[config.mk]
export PLATFORM = sky130hd
export DESIGN_NAME = rs_station
export DESIGN_NICKNAME = d
export VERILOG_FILES = /design/src/rtl/scipio_pkg.sv /design/src/rtl/rs_select.sv /design/src/rtl/rs_station.sv
export SDC_FILE = /design/constraint.sdc
export NUM_CORES = 1
export LEC_CHECK = 0
export ABC_AREA = 1
export CAP_MARGIN = 20
export CORE_ASPECT_RATIO = 1.2
export CORE_MARGIN = 2
export CORE_UTILIZATION = 60
export CTS_BUF_LIST = sky130_fd_sc_hd__clkbuf_16
export DETAILED_ROUTE_END_ITERATION = 8
export HOLD_SLACK_MARGIN = 0.12
export PLACE_DENSITY_LB_ADDON = 0.2
export SLEW_MARGIN = 20
export SYNTH_ARGS = -nofsm -noshare
export SYNTH_HDL_FRONTEND = slang
export SYNTH_HIERARCHICAL = 1
export SYNTH_SLANG_ARGS = --single-unit
[constraint.sdc]
create_clock -name clk -period 4.1 [get_ports clk]
set_clock_uncertainty 0.15 [all_clocks]
set_input_delay 0.41 -clock clk [delete_from_list [all_inputs] [get_ports clk]]
set_output_delay 0.41 -clock clk [all_outputs]
set_load 0.02 [all_outputs]
[src/rtl/scipio_pkg.sv]
// rtl/scipio_pkg.sv - shared widths, reservation-station entry type and operand helpers
package scipio_pkg;

    localparam int EX_UNIT_NUM_WIDTH = 2;
    localparam int INST_OP_WIDTH     = 4;
    localparam int INST_TAG_WIDTH    = 4;
    localparam int COMMON_WIDTH      = 16;

    // A tag of zero means the operand value is already held in the entry
    localparam logic [INST_TAG_WIDTH-1:0] TAG_READY = '0;

    typedef struct packed {
        logic                                valid;
        logic [INST_OP_WIDTH-1:0]            op;
        logic [1:2][INST_TAG_WIDTH-1:0]      tag;
        logic [1:2][COMMON_WIDTH-1:0]        val;
        logic [INST_TAG_WIDTH-1:0]           target;
    } rs_entry_t;

    // Capture a CDB broadcast into any operand of a live entry still waiting on that tag
    function automatic rs_entry_t rs_wakeup(
        input rs_entry_t                 e,
        input logic                      bcast_valid,
        input logic [INST_TAG_WIDTH-1:0] bcast_tag,
        input logic [COMMON_WIDTH-1:0]   bcast_val
    );
        rs_entry_t r;
        r = e;
        if (r.valid && bcast_valid && (bcast_tag != TAG_READY)) begin
            for (int k = 1; k <= 2; k++) begin
                if (r.tag[k] == bcast_tag) begin
                    r.val[k] = bcast_val;
                    r.tag[k] = TAG_READY;
                end
            end
        end
        return r;
    endfunction

    function automatic logic rs_is_ready(input rs_entry_t e);
        return e.valid && (e.tag[1] == TAG_READY) && (e.tag[2] == TAG_READY);
    endfunction

endpackage

[src/rtl/rs_select.sv]
// rtl/rs_select.sv - lowest-index priority picker over the ready vector
module rs_select #(
    parameter int DEPTH = 4
) (
    input  logic [DEPTH-1:0]         req_i,
    output logic [DEPTH-1:0]         grant_o,
    output logic [$clog2(DEPTH)-1:0] idx_o,
    output logic                     any_o
);

    localparam int IW = $clog2(DEPTH);

    // Scan from the top so the lowest requesting index is the last writer
    always_comb begin
        grant_o = '0;
        idx_o   = '0;
        any_o   = |req_i;
        for (int i = DEPTH - 1; i >= 0; i--) begin
            if (req_i[i]) begin
                grant_o    = '0;
                grant_o[i] = 1'b1;
                idx_o      = IW'(i);
            end
        end
    end

endmodule

[src/rtl/rs_station.sv]
// rtl/rs_station.sv - collapsing-queue reservation station with CDB wakeup and oldest-ready issue
module rs_station
    import scipio_pkg::*;
#(
    parameter int                           DEPTH   = 4,
    parameter logic [EX_UNIT_NUM_WIDTH-1:0] UNIT_ID = '0
) (
    input  logic                           clk,
    input  logic                           rst,
    input  logic                           in_valid,
    input  logic [EX_UNIT_NUM_WIDTH-1:0]   in_ex_unit,
    input  logic [INST_OP_WIDTH-1:0]       in_op,
    input  logic [INST_TAG_WIDTH-1:0]      in_tag1,
    input  logic [INST_TAG_WIDTH-1:0]      in_tag2,
    input  logic [COMMON_WIDTH-1:0]        in_val1,
    input  logic [COMMON_WIDTH-1:0]        in_val2,
    input  logic [INST_TAG_WIDTH-1:0]      in_target,
    output logic                           in_ready,
    input  logic                           cdb_valid,
    input  logic [INST_TAG_WIDTH-1:0]      cdb_tag,
    input  logic [COMMON_WIDTH-1:0]        cdb_val,
    input  logic                           flush,
    output logic                           issue_valid,
    input  logic                           issue_ready,
    output logic [INST_OP_WIDTH-1:0]       issue_op,
    output logic [COMMON_WIDTH-1:0]        issue_val1,
    output logic [COMMON_WIDTH-1:0]        issue_val2,
    output logic [INST_TAG_WIDTH-1:0]      issue_target,
    output logic [$clog2(DEPTH+1)-1:0]     count
);

    localparam int CW = $clog2(DEPTH + 1);
    localparam int IW = $clog2(DEPTH);

    rs_entry_t        entries_q [DEPTH];
    rs_entry_t        entries_d [DEPTH];
    rs_entry_t        shift_src [DEPTH+1];
    rs_entry_t        new_entry;
    logic [CW-1:0]    count_q, count_d, count_after;
    logic [DEPTH-1:0] ready_vec, grant;
    logic [IW-1:0]    sel_idx;
    logic             any_ready, do_issue, do_insert;

    // An entry can issue once both operand tags have been resolved
    always_comb begin
        ready_vec = '0;
        for (int i = 0; i < DEPTH; i++) begin
            ready_vec[i] = rs_is_ready(entries_q[i]);
        end
    end

    rs_select #(.DEPTH(DEPTH)) u_select (
        .req_i   (ready_vec),
        .grant_o (grant),
        .idx_o   (sel_idx),
        .any_o   (any_ready)
    );

    // Handshake status depends only on registered state and flush, never on the partner's signal
    assign in_ready    = (count_q != CW'(DEPTH));
    assign issue_valid = any_ready && !flush;
    assign count       = count_q;
    assign do_issue    = issue_valid && issue_ready;
    assign do_insert   = in_valid && (in_ex_unit == UNIT_ID) && in_ready && !flush;
    assign count_after = count_q - CW'(do_issue);

    // Present the granted slot's registered contents; all-zero when nothing is granted
    always_comb begin
        issue_op     = '0;
        issue_val1   = '0;
        issue_val2   = '0;
        issue_target = '0;
        for (int i = 0; i < DEPTH; i++) begin
            if (grant[i]) begin
                issue_op     = entries_q[i].op;
                issue_val1   = entries_q[i].val[1];
                issue_val2   = entries_q[i].val[2];
                issue_target = entries_q[i].target;
            end
        end
    end

    // Collapse over the issued slot, apply wakeup, then append the new entry at the shrunken tail
    always_comb begin
        new_entry        = '0;
        new_entry.valid  = 1'b1;
        new_entry.op     = in_op;
        new_entry.tag[1] = in_tag1;
        new_entry.tag[2] = in_tag2;
        new_entry.val[1] = in_val1;
        new_entry.val[2] = in_val2;
        new_entry.target = in_target;
        new_entry        = rs_wakeup(new_entry, cdb_valid, cdb_tag, cdb_val);

        for (int i = 0; i < DEPTH; i++) begin
            shift_src[i] = entries_q[i];
        end
        shift_src[DEPTH] = '0;

        for (int i = 0; i < DEPTH; i++) begin
            if (do_issue && (i >= int'(sel_idx))) begin
                entries_d[i] = shift_src[i+1];
            end else begin
                entries_d[i] = shift_src[i];
            end
            entries_d[i] = rs_wakeup(entries_d[i], cdb_valid, cdb_tag, cdb_val);
            if (do_insert && (i == int'(count_after))) begin
                entries_d[i] = new_entry;
            end
        end
        count_d = count_after + CW'(do_insert);

        if (flush) begin
            for (int i = 0; i < DEPTH; i++) begin
                entries_d[i] = '0;
            end
            count_d = '0;
        end
    end

    // State register; reset clears every slot so data outputs read as zero
    always_ff @(posedge clk or negedge rst) begin
        if (!rst) begin
            count_q <= '0;
            for (int i = 0; i < DEPTH; i++) begin
                entries_q[i] <= '0;
            end
        end else begin
            count_q <= count_d;
            for (int i = 0; i < DEPTH; i++) begin
                entries_q[i] <= entries_d[i];
            end
        end
    end

endmodule
==> run metrics <==
status=finished, final reports clean; commonest non-fill, non-tap cell in the layout=nand2_1; final net count=2583; Synth top area share=31.7%; Tmin final=4000 ps; GRT met2 Usage=63.2%; synth unique cells=42; # port buffers=120; layout cells sized above 1=8.32%; Worst Path Arrival=3440 ps; Synth Instances=2468; filler cell count=2251; Final Instance Area=17800 sq um; Synth Flop Type=dfrtp_1; HPWL after detailed placement=34.3 mm; starting density of the core=61.3%; Startpoint Class=register; area delta synth->final=13.6%; Antenna diodes=0; top cells by area, synth=dfrtp_1 (32%), nand2_1 (19%), nand3_1 (9.8%); WL/cell=19.2 um; Data required, critical path=3540 ps; Clk Latency, worst-skew pair=450 ps; # IOs=121; drt first pass iters=7; Root Buffer=clkbuf_16; vias=17000; total core area=25600 sq um; pwr dens=289 nW/um^2; Sinks on Clock Net=199; first-pass GRT wire length=85.2 mm; Syn Nets=2548; Area after DPL=17100 sq um; # setup viols final=0; Routed Antenna Nets=0; number of global-route vias before repair=16000; Synth Warn #=6; syn_area_per_cell=6.36 sq um; Via-to-Cell Ratio=5.99; Peak supply drop=0.253 mV; fraction of registers with async set/reset=100%; crit path kind=reg2out; largest net degree at the start of global routing=166; Worst Max-Slew Pin Slew=887 ps; most frequent cells in the layout=nand2_1 (776), inv_1 (322), nand3_1 (307); gpl congestion=0.985; Row Count=64; maximum clock path buffer count=2; Leak Pwr=10.1 nW; # Post-CTS Setup Buffers=0; HP Class=in2async; sequential element share of the synthesized area=31.7%; Util after Layout=69.6%; EDFF count, synth=0; Die ar.=27500 sq um; FMAX=250 MHz; Seq cells post-synth=199; post-synth top area cell=dfrtp_1; critical-path maximum fanout=12; gr usage total=39.7%; met3 usage=7.63%; fin crit share=97.6%; # DRC=0; final WL=54.5 mm; grt ovf=0; Mapped Area=15700 sq um; CTS Buf Count=17; CTS clk-pin slew, worst paths=80 ps; Hold Vio Cnt, Final=0; H-Tree Depth=4; max-slew violations=0; number of max-cap violations=0; initial antenna violation count=0; Detailed Route Iter0 Violations=2260; Worst slew margin=40.9%; Die H=181 um; TritonCTS clock tree=built; die width=152 um; met1 Track Usage GR=50.7%; global route hottest layer=met2; CP Capture Type=primary output
[state kept, by name, summed over array words and instances (netlist names)]
signal / count
count: 3
entries_q: 196
[metrics by stage]
step	hold WS [ps]	total power, mW	cells	setup slack (ps)	TNS [ps]
2_1_floorplan	-35.6	2.92	2468	506	0
3_3_place_gp	378	3.38	2811	187	0
3_5_place_dp	385	3.40	2811	-95.8	-460
4_1_cts	397	5.10	2839	42.0	0
5_1_grt	331	5.35	2841	-26.6	-50.2
6_report	292	5.15	2841	97.7	0
[synth_stat cells (3+ instances only)]
cell,n
inv_2,21
xnor2_1,8
clkinv_1,8
buf_6,21
o211ai_1,33
o21ai_2,4
or2_2,33
buf_2,44
a21oi_1,83
mux2i_1,64
nor2_4,12
clkbuf_1,75
buf_1,18
inv_1,321
a221oi_1,9
o21ai_0,176
dfrtp_1,199
o21ai_1,17
ha_1,4
a211o_1,3
nand4_1,23
buf_4,21
nand3_2,4
nand2_2,9
nand2_1,776
nand3_1,309
nand4_2,5
nor4_1,8
nor2_2,5
o31ai_1,6
nor2_1,134
[power breakdown]
group | switching (mW) | internal, mW | total, mW
clock | 0.793 | 0.941 | 1.73
combinational | 0.849 | 0.466 | 1.31
sequential | 0.0592 | 2.04 | 2.10
total | 1.70 | 3.45 | 5.15
[worst paths after layout]
| kind | startpoint | end | slack, ps | depth (start not counted) |
|---|---|---|---|---|
| min in group clk | entries_q[192] | entries_q[192] | 390 | 2 |
| hold reg to reg | entries_q[192] | entries_q[192] | 390 | 2 |
| setup / recovery | entries_q[90] | issue_val1[14] | 100 | 11 |
| max in group asynchronous | rst | entries_q[5] | 2660 | 3 |
| setup reg to reg | entries_q[40] | entries_q[99] | 160 | 20 |
| hold / removal | rst | entries_q[99] | 290 | 2 |
[kinds of logic after synthesis]
kind of cell / after synthesis / synth area share [%]
muxes: 64 / 4.08
xor gates and xnor gates: 10 / 0.558
DFF: 199 / 31.7
AOI/OAI and AO/OA: 335 / 11.7
buffers and inverters: 532 / 14.7
and+or+nand+nor: 1324 / 36.9
adders and majority gates: 4 / 0.319
[metal layers]
layer	wire length, um	up-vias	share of wire, %
li1	-	7860	-
met1	19900	7779	36
met2	25400	1146	47
met3	6380	225	12
met4	2800	0	5.1
met5	0	-	0
[final cells by class]
| class | count | area [sq um] | share of cell area, % |
|---|---|---|---|
| Sequential cell | 199 | 4980 | 27.9 |
| Tap cell | 330 | 413 | 2.32 |
| Inverter | 350 | 1320 | 7.41 |
| Clock buffer | 17 | 425 | 2.39 |
| Clock inverter | 10 | 136 | 0.765 |
| Multi-Input combinational cell | 1737 | 8480 | 47.6 |
| Timing Repair Buffer | 198 | 2070 | 11.6 |
[worst max-delay path, cell delays in order (launching register included)]
cell,delay (ps)
dfrtp_1,420
nor4_1,320
nand2_1,120
nor4_1,220
buf_4,180
inv_2,40
nor2_1,270
buf_4,300
a221oi_1,100
o31ai_1,250
buf_4,180
clkdlybuf4s50_1,600
[timing repair]
action / CTS / global route
pin swaps: 0 / 0
cloned: 0 / 1
hold buffers: 1 / 0
gates resized for setup: 3 / 12
setup endpoints to repair: 22 / 103
endpoints found under the hold margin: 116 / 0
(Power assumes the default switching activity.)
